===== src/rtl/bcd_serial_adder.sv =====
// Digit-serial packed-BCD adder/subtractor: one decimal digit per clock, LSD first,
// with 10's-complement subtract and an invalid-digit flag.
module bcd_serial_adder #(
    parameter int DIGITS = 2
) (
    input  logic                clk,
    input  logic                rst_n,
    input  logic                in_valid,
    output logic                in_ready,
    input  logic [4*DIGITS-1:0] a,
    input  logic [4*DIGITS-1:0] b,
    input  logic                cin,
    input  logic                sub,
    output logic                out_valid,
    input  logic                out_ready,
    output logic [4*DIGITS-1:0] sum,
    output logic                cout,
    output logic                err
);

    localparam int W  = 4 * DIGITS;
    localparam int CW = (DIGITS > 1) ? $clog2(DIGITS) : 1;

    typedef enum logic [1:0] {
        IDLE,
        CALC,
        DONE
    } state_t;

    state_t         state;
    logic [W-1:0]   a_reg;
    logic [W-1:0]   b_reg;
    logic [W-1:0]   acc;
    logic           sub_reg;
    logic           carry;
    logic [CW-1:0]  cnt;

    logic [3:0]     bd;
    logic [4:0]     s;
    logic [3:0]     dig;
    logic           dig_carry;
    logic [W-1:0]   acc_next;
    logic           any_bad;

    // Operands shift right each cycle, so the digit in flight is always in bits [3:0].
    always_comb begin
        bd        = sub_reg ? (4'd9 - b_reg[3:0]) : b_reg[3:0];
        s         = {1'b0, a_reg[3:0]} + {1'b0, bd} + {4'b0000, carry};
        dig       = s[3:0];
        dig_carry = 1'b0;
        if (s > 5'd9) begin
            dig       = s[3:0] + 4'd6;
            dig_carry = 1'b1;
        end
        acc_next = (acc >> 4) | (W'(dig) << (W - 4));
    end

    always_comb begin
        any_bad = 1'b0;
        for (int i = 0; i < DIGITS; i++) begin
            if (a[4*i +: 4] > 4'd9 || b[4*i +: 4] > 4'd9) begin
                any_bad = 1'b1;
            end
        end
    end

    always_ff @(posedge clk or negedge rst_n) begin
        if (!rst_n) begin
            state     <= IDLE;
            in_ready  <= 1'b1;
            out_valid <= 1'b0;
            sum       <= '0;
            cout      <= 1'b0;
            err       <= 1'b0;
            cnt       <= '0;
            a_reg     <= '0;
            b_reg     <= '0;
            acc       <= '0;
            sub_reg   <= 1'b0;
            carry     <= 1'b0;
        end else begin
            case (state)
                IDLE: begin
                    if (in_valid) begin
                        a_reg     <= a;
                        b_reg     <= b;
                        sub_reg   <= sub;
                        carry     <= sub ? 1'b1 : cin;
                        err       <= any_bad;
                        cnt       <= '0;
                        out_valid <= 1'b0;
                        in_ready  <= 1'b0;
                        state     <= CALC;
                    end
                end
                CALC: begin
                    a_reg <= a_reg >> 4;
                    b_reg <= b_reg >> 4;
                    carry <= dig_carry;
                    acc   <= acc_next;
                    cnt   <= cnt + 1'b1;
                    // The result register only changes when the last digit lands.
                    if (cnt == CW'(DIGITS - 1)) begin
                        sum       <= acc_next;
                        cout      <= dig_carry;
                        out_valid <= 1'b1;
                        cnt       <= '0;
                        state     <= DONE;
                    end
                end
                DONE: begin
                    if (out_ready) begin
                        out_valid <= 1'b0;
                        in_ready  <= 1'b1;
                        state     <= IDLE;
                    end
                end
                default: begin
                    state <= IDLE;
                end
            endcase
        end
    end

endmodule


===== config.mk =====
export PLATFORM = sky130hd
export DESIGN_NAME = bcd_serial_adder
export DESIGN_NICKNAME = d
export VERILOG_FILES = /design/src/rtl/bcd_serial_adder.sv
export SDC_FILE = /design/constraint.sdc
export NUM_CORES = 1
export LEC_CHECK = 0
export BUFFER_PORTS_ARGS = -buffer_cell sky130_fd_sc_hd__buf_2
export CORE_ASPECT_RATIO = 0.9
export CORE_UTILIZATION = 45
export DETAILED_ROUTE_END_ITERATION = 16
export PLACE_DENSITY = 0.69
export SYNTH_ARGS = -nofsm -noshare
export SYNTH_HDL_FRONTEND = slang
export SYNTH_SLANG_ARGS = --single-unit

===== constraint.sdc =====
create_clock -name clk -period 2.5 [get_ports clk]
set_input_delay 0.5 -clock clk [delete_from_list [all_inputs] [get_ports clk]]
set_output_delay 0.5 -clock clk [all_outputs]
set_load 0.03 [all_outputs]

# Word-level counts from Yosys, hierarchy flattened
# Index checks and enable logic that the tools add are counted.
[classes]
addsub = 5
magnitude_cmp = 5
eq_ne = 5
n_mux = 24
n_bitwise = 1
n_reduce_logical = 12
[ops]
columns = ["op", "count"]
rows = [
  ["8-bit case mux with 2 select lines", 2],
  ["4-bit > comparator (second input constant)", 4],
  ["8-bit two-way mux", 2],
  ["1-bit two-way mux", 10],
  ["4-bit two-way mux", 2],
  ["4-bit by 8-bit OR with 8-bit output", 1],
  ["2-bit two-way mux", 3],
  ["2-bit inequality test (second input constant)", 3],
  ["1-bit case mux with 2 select lines", 3],
  ["2-bit case mux with 3 select lines", 1],
  ["2-bit AND reduction", 3],
  ["3-bit AND reduction", 2],
  ["4-bit by 4-bit adder with 5-bit output", 1],
  ["5-bit by 1-bit adder with 5-bit output", 1],
  ["5-bit by 4-bit > comparator with 1-bit output (second input constant)", 1],
  ["4-bit by 3-bit adder with 4-bit output (second input constant)", 1],
  ["4-bit AND reduction", 1],
  ["2-bit nonzero test", 2],
  ["4-bit subtractor (first input constant)", 1],
  ["1-bit case mux with 3 select lines", 1],
  ["3-bit nonzero test", 1],
  ["2-bit by 1-bit == test with 1-bit output (second input constant)", 1],
  ["2-bit == test (second input constant)", 1],
  ["2-bit zero test", 1],
  ["other kinds (2)", 3],
]
[totals]
register_bits = 41
in_bits = 22

# Longest topological paths before layout
# Gate-level depths: netlist (run 1).
[logic_depth]
ltp_word = 7
mapped_depth = 11
mapped_depth_nobuf = 11

# Worst setup path before layout (run 1)
# No wires, ideal clock.
[synth_path]
path_kind = "register -> register"
from = "reg sub_reg"
to = "reg acc[6]"
setup_time_ns = 0.125
arrival_time_ns = 2.420
required_time_ns = 2.375
path_slack_ns = -0.045
path_stages_with_launch = 10
n_path_buf = 0
period_less_slack_ns = 2.545
cell_sequence = "dfrtp_1 -> xnor2_1 -> fa_1 -> inv_1 -> fa_1 -> inv_1 -> ha_1 -> a22o_1 -> o21a_4 -> mux2_4"
[synth_between]
elab_chain_cells = 6
[synth_lines]
columns = ["element", "line", "text"]
rows = [
  ["from (decl)", "34", "logic sub_reg;"],
  ["from (signal assigned)", "87", "sub_reg <= sub;"],
  ["4-bit two-way mux *", "47", "bd = sub_reg ? (4'd9 - b_reg[3:0]) : b_reg[3:0];"],
  ["4-bit by 4-bit adder with 5-bit output *", "48", "s = {1'b0, a_reg[3:0]} + {1'b0, bd} + {4'b0000, carry};"],
  ["5-bit by 1-bit adder with 5-bit output *", "48", ""],
  ["4-bit by 3-bit adder with 4-bit output / 5-bit by 4-bit > comparator with 1-bit output (equally long branches)", "52, 51", ""],
  ["4-bit two-way mux *", "51", "if (s > 5'd9) begin"],
  ["4-bit by 8-bit OR with 8-bit output *", "55", "acc_next = (acc >> 4) | (W'(dig) << (W - 4));"],
  ["to (signal assigned)", "100", "acc <= acc_next;"],
  ["to (decl)", "33", "logic [W-1:0] acc;"],
]
# Mark *: on every way between the ends. The rest lies on a longest branch, timed or not.
# A chain may end at the register's enable or synchronous reset.

# Worst setup path in the final report (run 1)
[layout_path]
from = "reg b_reg[0]"
to = "reg acc[6]"
[layout_between]
elab_chain_cells = 7
[layout_lines]
columns = ["element", "line", "text"]
rows = [
  ["from (decl)", "32", "logic [W-1:0] b_reg;"],
  ["from (signal assigned)", "98", "b_reg <= b_reg >> 4;"],
  ["4-bit subtractor", "47", ""],
  ["4-bit two-way mux *", "47", ""],
  ["4-bit by 4-bit adder with 5-bit output *", "48", ""],
  ["5-bit by 1-bit adder with 5-bit output *", "48", ""],
  ["4-bit by 3-bit adder with 4-bit output / 5-bit by 4-bit > comparator with 1-bit output (equally long branches)", "52, 51", ""],
  ["4-bit two-way mux *", "51", ""],
  ["4-bit by 8-bit OR with 8-bit output *", "55", ""],
]
# Marks and branches as above.

==> summary.txt, run 1 <==
Clock network
  – Clock Tree Root: clkbuf_8
  – Buffer depth of the longest clock path: 2
  – CTS tree: done
  – Hold buffers post-CTS: 0
  – Clock latency on the worst-skew pair: approximately 0.29 ns
  – H-Tree Depth: 2
  – Clock Sinks: 37
  – Clk slew on worst S/H paths: around 0.08 ns
  – Clock buffer count from CTS: 5

Timing
  – Setup-failing EPs final: 0
  – Period utilization: a little over nine tenths
  – RSZ-0062 raised after global routing: true
  – Final TNS setup: 0 ns
  – Crit path time final: 2.46 ns
  – Pins Over Slew Limit: 0
  – Endpoints failing hold: 0
  – Max_slew headroom: 46.3%
  – Max Fclk: 407 MHz
  – Layout Skew: about 0.0047 ns
  – Worst slew pin tran: 0.805 ns

Global route
  – Initial antenna violation count: 0
  – Pin count of the biggest net entering global routing: 38
  – Vias in the first global route: 1479
  – Tot GR Track Use: 19.5%
  – GRT overflow: 0
  – First-pass GRT wire length: 6690 um

Route
  – DR WL/cell: 12.6 um
  – Post-DRT Antenna Nets: 0
  – Routed wire length: 3700 um
  – Vias/cell: 5.06
  – Via count: about 1500
  – Drt first pass iters: 4
  – DRC: 0
  – 1st-iter DRT viols: 36

Worst setup path
  – Critical-path cell list: xnor2_2 > fa_2 > inv_2 > fa_2 > inv_2 > ha_4 > a22o_4 > o21a_4 > mux2_4
  – Crit path kind: flop to flop
  – Required @ worst endpoint: 2.67 ns
  – Setup crit start kind: flop
  – Bufs and invs on worst path: 2
  – Crit-path slowest cell: fa_2
  – Critical R2R Launch: b_reg[0]$_DFFE_PN0P_
  – Crit end category: flop
  – CP peak stage delay: 0.53 ns
  – Worst path top cell family by delay: adder cells
  – Worst Setup SP: b_reg[0]$_DFFE_PN0P_
  – Crit Path Max Fanout: 4
  – Crit path DAT: 2.63 ns

Place
  – DP HPWL: 2630 um
  – GPL Wtd Cong: 0.836
  – Cell count after placement: 285
  – Buffers on Ports: 33

Floorplan
  – Die W: 70.0 um
  – Die height: around 63 um
  – # IOs: 34
  – Placeable Area: 0.00386 sq mm
  – Starting Density: 48.5%
  – Die area: roughly 0.0044 sq mm
  – Row count: 21

Synth
  – Post-synth EDFFs: 0
  – Register area share after synthesis: 49.5%
  – Post-synthesis register bit count: 37
  – Yosys Warn Count: 0
  – Post-Syn Area: about 0.0019 sq mm
  – Mapped Cells: 202
  – Main synth FF type: dfrtp_1
  – Post-synth cell types: 32
  – Asr flop ratio synth: 100%
  – Mapped Avg Cell Area: 9.28 sq um
  – Mapped Nets: 231

Layout
  – Area delta synth->final: 23.2%
  – Final Non-Filler Cells: a little under 300
  – Share of cells above drive strength 1: 29.0%
  – Register Area: approximately 930 sq um
  – Diode count: 0
  – Nets@finish: 276
  – Final core occ: about three fifths
  – Area of the multi-input gates: approximately 950 sq um
  – Filler cell count: 343

Worst hold path
  – Class of the worst hold path: primary input to async pin

Outcome
  – Status: completed

Job
  – Max-cap violation count: 0
cell usage in the layout, fill, tap and decap left out, drive strengths merged, types with 2 or more instances in the layout:
master,instances
or3,2
mux2,2
nor2,9
clkbuf,5
and3,2
xnor2,4
nand2b,2
fa,2
nor3,3
o21ai,35
ha,5
dfrtp,36
a21oi,5
mux2i,12
clkinv,2
nand2,54
a221oi,2
inv,8
buf,46
metal layers:
| layer | wire, um | up-vias | track usage, % | part of all wire (%) |
|---|---|---|---|---|
| met5 | 0 | - | 0 | 0 |
| met4 | 24 | 0 | 6.00 | 0.65 |
| met3 | 167 | 2 | 5.60 | 4.5 |
| met2 | 1610 | 36 | 29.4 | 44 |
| met1 | 1890 | 679 | 27.1 | 51 |
| li1 | - | 770 | - | - |
final cells by class:
| type | instances | area share (%) |
|---|---|---|
| multi-input cells | 149 | 41.0 |
| flip-flops and latches | 37 | 40.1 |
| repair buffers | 46 | 11.4 |
| clock buffers | 5 | 2.98 |
| well taps | 46 | 2.49 |
| inverters | 8 | 1.30 |
| clock inverters | 3 | 0.758 |
cell families (layout without fill, tap and decap cells):
group                      after synthesis  count (layout)  synth area share [%]
and+or+nand+nor                         75              75                  17.0
buffers and inverters                   16              62                  3.40
adders and majority gates                7               7                  5.47
xor gates and xnor gates                 4               4                  1.87
AOI/OAI and AO/OA                       49              49                  15.0
DFF                                     37              37                  49.5
muxes                                   14              14                  7.81
metrics by stage:
| stage | worst slack, ns | cell area [sq um] | hold slack, ns |
|---|---|---|---|
| after floorplan | -0.0169 | 1880 | 0.204 |
| after global placement | 0.0192 | 2160 | 0.452 |
| after detailed placement | -0.0429 | 2160 | 0.458 |
| after CTS | -0.0179 | 2290 | 0.335 |
| after global routing | -0.0556 | 2310 | 0.372 |
| final | 0.0425 | 2310 | 0.299 |
path summary, 6_finish.rpt:
| kind | to | depth (start not counted) | slack [ns] |
|---|---|---|---|
| max in group asynchronous | a_reg[3]$_DFFE_PN0P_ | 1 | 1.70 |
| worst min-delay path | out_valid$_DFFE_PN0P_ | 1 | 0.30 |
| worst max-delay path | acc[6]$_DFFE_PN0P_ | 9 | 0.04 |
| worst max register to register | acc[6]$_DFFE_PN0P_ | 9 | 0.04 |
| worst min register to register | sum[0]$_DFFE_PN0P_ | 2 | 0.47 |
| min in group clk | a_reg[4]$_DFFE_PN0P_ | 3 | 0.41 |
cells in the mapped netlist, types with 3 or more instances:
library cell / number / area share (%)
ha_1: 5 / 3.3
nor2_1: 8 / 1.6
nor3_1: 3 / 0.80
nand2_1: 54 / 11
a21oi_1: 5 / 1.3
xnor2_1: 4 / 1.9
mux2i_1: 12 / 6.4
clkbuf_1: 5 / 1.0
buf_2: 3 / 0.80
o21ai_0: 33 / 8.8
dfrtp_1: 36 / 48
inv_1: 8 / 1.6
timing repair:
action	4_1_cts	5_1_grt
buffers inserted	1	0
endpoints found under the hold margin	0	0
pin swaps	5	4
resized for setup	9	4
endpoints found under the setup margin	4	8
Power of run 1 is left out: the tool's default activity adds up to more than one toggle a clock period on the data nets, which glitch-free logic cannot reach.
==> inputs of run 2 (changes only) <==
==> constraint.sdc (replaced) <==
create_clock -name clk -period 2.5 [get_ports clk]
set_input_delay 0.125 -clock clk [delete_from_list [all_inputs] [get_ports clk]]
set_output_delay 0.125 -clock clk [all_outputs]
set_load 0.03 [all_outputs]
==> run 2 against run 1 <==
Effect of this change:
- core utilization rose by 0.26 points
- register-to-register slack barely moved
- sequential cell count did not move
- final cell count rose by 0.34%
- clock skew fell by 0.0011 ns
- cell area rose by 0.43%
- via count fell by 0.87%
- critical endpoint unchanged
- largest cell class unchanged
==> summary.txt, run 2 (synthesized netlist as in run 1, its figures left out) <==
Global route
  – First-pass GRT wire length: 6700 um (about the same)
  – Tot GR Track Use: 19.5% (unchanged)
  – Initial antenna violation count: 0 (unchanged)
  – GRT overflow: 0 (unchanged)
  – Pin count of the biggest net entering global routing: 38 (unchanged)
  – Vias in the first global route: 1472 (-0.47%)

Layout
  – Nets@finish: 277 (+0.36%)
  – Area delta synth->final: 23.8%
  – Filler cell count: 343 (unchanged)
  – Post-route cell area: 0.00232 sq mm (+0.43%)
  – Commonest non-fill, non-tap cell in the layout: nand2_1
  – Share of cells above drive strength 1: 28.9% (-0.12 points)
  – Diode count: 0 (unchanged)
  – Most frequent cells in the layout: nand2_1 (54), dfrtp_1 (36), buf_2 (33)
  – Final Non-Filler Cells: 295 (+0.34%)

Worst setup path
  – Crit path kind: flop to flop
  – Required @ worst endpoint: 2.67 ns (about the same)
  – Crit Path Max Fanout: 4 (unchanged)
  – Worst reg2reg path depth: 9 (unchanged)
  – Worst path top cell family by delay: adder cells
  – Reg2reg end: acc[6]$_DFFE_PN0P_
  – CP peak stage delay: 0.53 ns (about the same)
  – Critical R2R Launch: b_reg[0]$_DFFE_PN0P_
  – Bufs and invs on worst path: 2 (unchanged)
  – Crit end category: flop
  – Crit-path slowest cell: fa_2
  – Setup crit start kind: flop
  – Critical-path cell list: xnor2_2 > fa_2 > inv_2 > fa_2 > inv_2 > ha_4 > a22o_4 > o21a_4 > mux2_4
  – Register-to-Register Setup Slack: 0.05 ns (about the same)
  – Crit path DAT: 2.63 ns (about the same)

Place
  – Setup WS pre-CTS: -0.0429 ns (unchanged)
  – Buffers on Ports: 33 (unchanged)
  – DP HPWL: 2630 um (unchanged)
  – GPL Wtd Cong: 0.836 (unchanged)
  – Cell count after placement: 285 (unchanged)
  – Post-Place Cell Area: 0.00216 sq mm (unchanged)

Timing
  – Worst slew pin tran: 0.814 ns (+0.00904 ns)
  – Setup ws final: 0.0451 ns (+0.00260 ns)
  – Endpoints failing hold: 0 (unchanged)
  – Layout Skew: 0.00353 ns (-0.00113 ns)
  – RSZ-0062 raised after global routing: true
  – Period utilization: 98.2% (-0.10 points)
  – Max_slew headroom: 45.7% (-0.60 points)
  – Pins Over Slew Limit: 0 (unchanged)
  – Max Fclk: 407 MHz (+0.11%)
  – Crit path time final: 2.45 ns (-0.00260 ns)
  – Setup-failing EPs final: 0 (unchanged)

Outcome
  – Status: completed

Floorplan
  – Placeable Area: 0.00386 sq mm (unchanged)
  – Die height: 63.2 um (unchanged)
  – # IOs: 34 (unchanged)
  – Die area: 0.00443 sq mm (unchanged)
  – Starting Density: 48.5% (unchanged)
  – Die W: 70.0 um (unchanged)
  – Row count: 21 (unchanged)

Job
  – Max-cap violation count: 0 (unchanged)

Worst hold path
  – Hold path startpoint: b[4]
  – Worst Hold Endpoint: b_reg[4]$_DFFE_PN0P_
  – Class of the worst hold path: primary input to flop
  – Hold depth: 3

Route
  – Vias/cell: 5.00 (-1.2%)
  – 1st-iter DRT viols: 50 (+39%)
  – Drt first pass iters: 4 (unchanged)
  – Via count: 1474 (-0.87%)
  – Post-DRT Antenna Nets: 0 (unchanged)
  – Routed wire length: 3690 um (-0.16%)
  – DRC: 0 (unchanged)
  – DR WL/cell: 12.5 um (-0.50%)

Clock network
  – Clock Tree Root: clkbuf_8
  – H-Tree Depth: 2 (unchanged)
  – Buffer depth of the longest clock path: 2 (unchanged)
  – CTS tree: done
  – Clock latency on the worst-skew pair: 0.29 ns (about the same)
  – Clock Sinks: 37 (unchanged)
  – Clk slew on worst S/H paths: 0.08 ns (about the same)
  – Clock buffer count from CTS: 5 (unchanged)
[run 2: changes by cell type in the layout (fill, tap and decap cells not counted)]
cell	delta
dlygate4sd3_1	+1
[run 2: what timing repair did]
item | CTS | global route
hold buffers | 1 | 0
resized for setup | 9 | 4
endpoints found under the setup margin | 4 | 8
setup buffers | 1 | 0
pin swaps | 5 | 4
endpoints found under the hold margin | 36 | 0
[run 2: stage by stage]
stage | TNS, ns | hold slack (ns) | util (%)
2_1_floorplan | -0.0169 | -0.171 | -
5_1_grt | -0.0979 | 0.0369 | 60.1
6_report | 0 | 0.0408 | 60.1
3_3_place_gp | 0 | 0.265 | 55.8
4_1_cts | -0.0179 | 0.0349 | 59.6
3_5_place_dp | -0.0484 | 0.278 | 55.8
[run 2: how the worst max path moves through the flow]
stage | startpoint | to | slack, ns | cells after the start
after global routing | b_reg[0]$_DFFE_PN0P_ | acc[6]$_DFFE_PN0P_ | -0.06 | 9
after floorplan | sub_reg$_DFFE_PN0P_ | acc[6]$_DFFE_PN0P_ | -0.02 | 9
after detailed placement | b_reg[0]$_DFFE_PN0P_ | acc[6]$_DFFE_PN0P_ | -0.04 | 9
final | b_reg[0]$_DFFE_PN0P_ | acc[6]$_DFFE_PN0P_ | 0.05 | 9
after global placement | b_reg[0]$_DFFE_PN0P_ | acc[6]$_DFFE_PN0P_ | 0.02 | 9
after CTS | sub_reg$_DFFE_PN0P_ | acc[6]$_DFFE_PN0P_ | -0.02 | 9
[run 2: per-layer routing]
metal / global-route usage, % / share of wire (%)
met1: 27.5 / 51
met2: 29.0 / 44
met3: 5.60 / 4.3
met4: 6.00 / 0.65
met5: 0 / 0
[run 2: tightest hold or removal path: stages]
cell	delay [ns]
buf_2	0.07
nand2_1	0.04
o21ai_0	0.06
[run 2: cell type report]
cell class,count,area (sq um),share of cell area (%)
inverters,8,30.0,1.29
flip-flops and latches,37,927,40.0
well taps,46,57.6,2.48
clock inverters,3,17.5,0.755
repair buffers,47,273,11.8
clock buffers,5,68.8,2.97
multi-input cells,149,946,40.8
Power of run 2 is left out for the same reason.
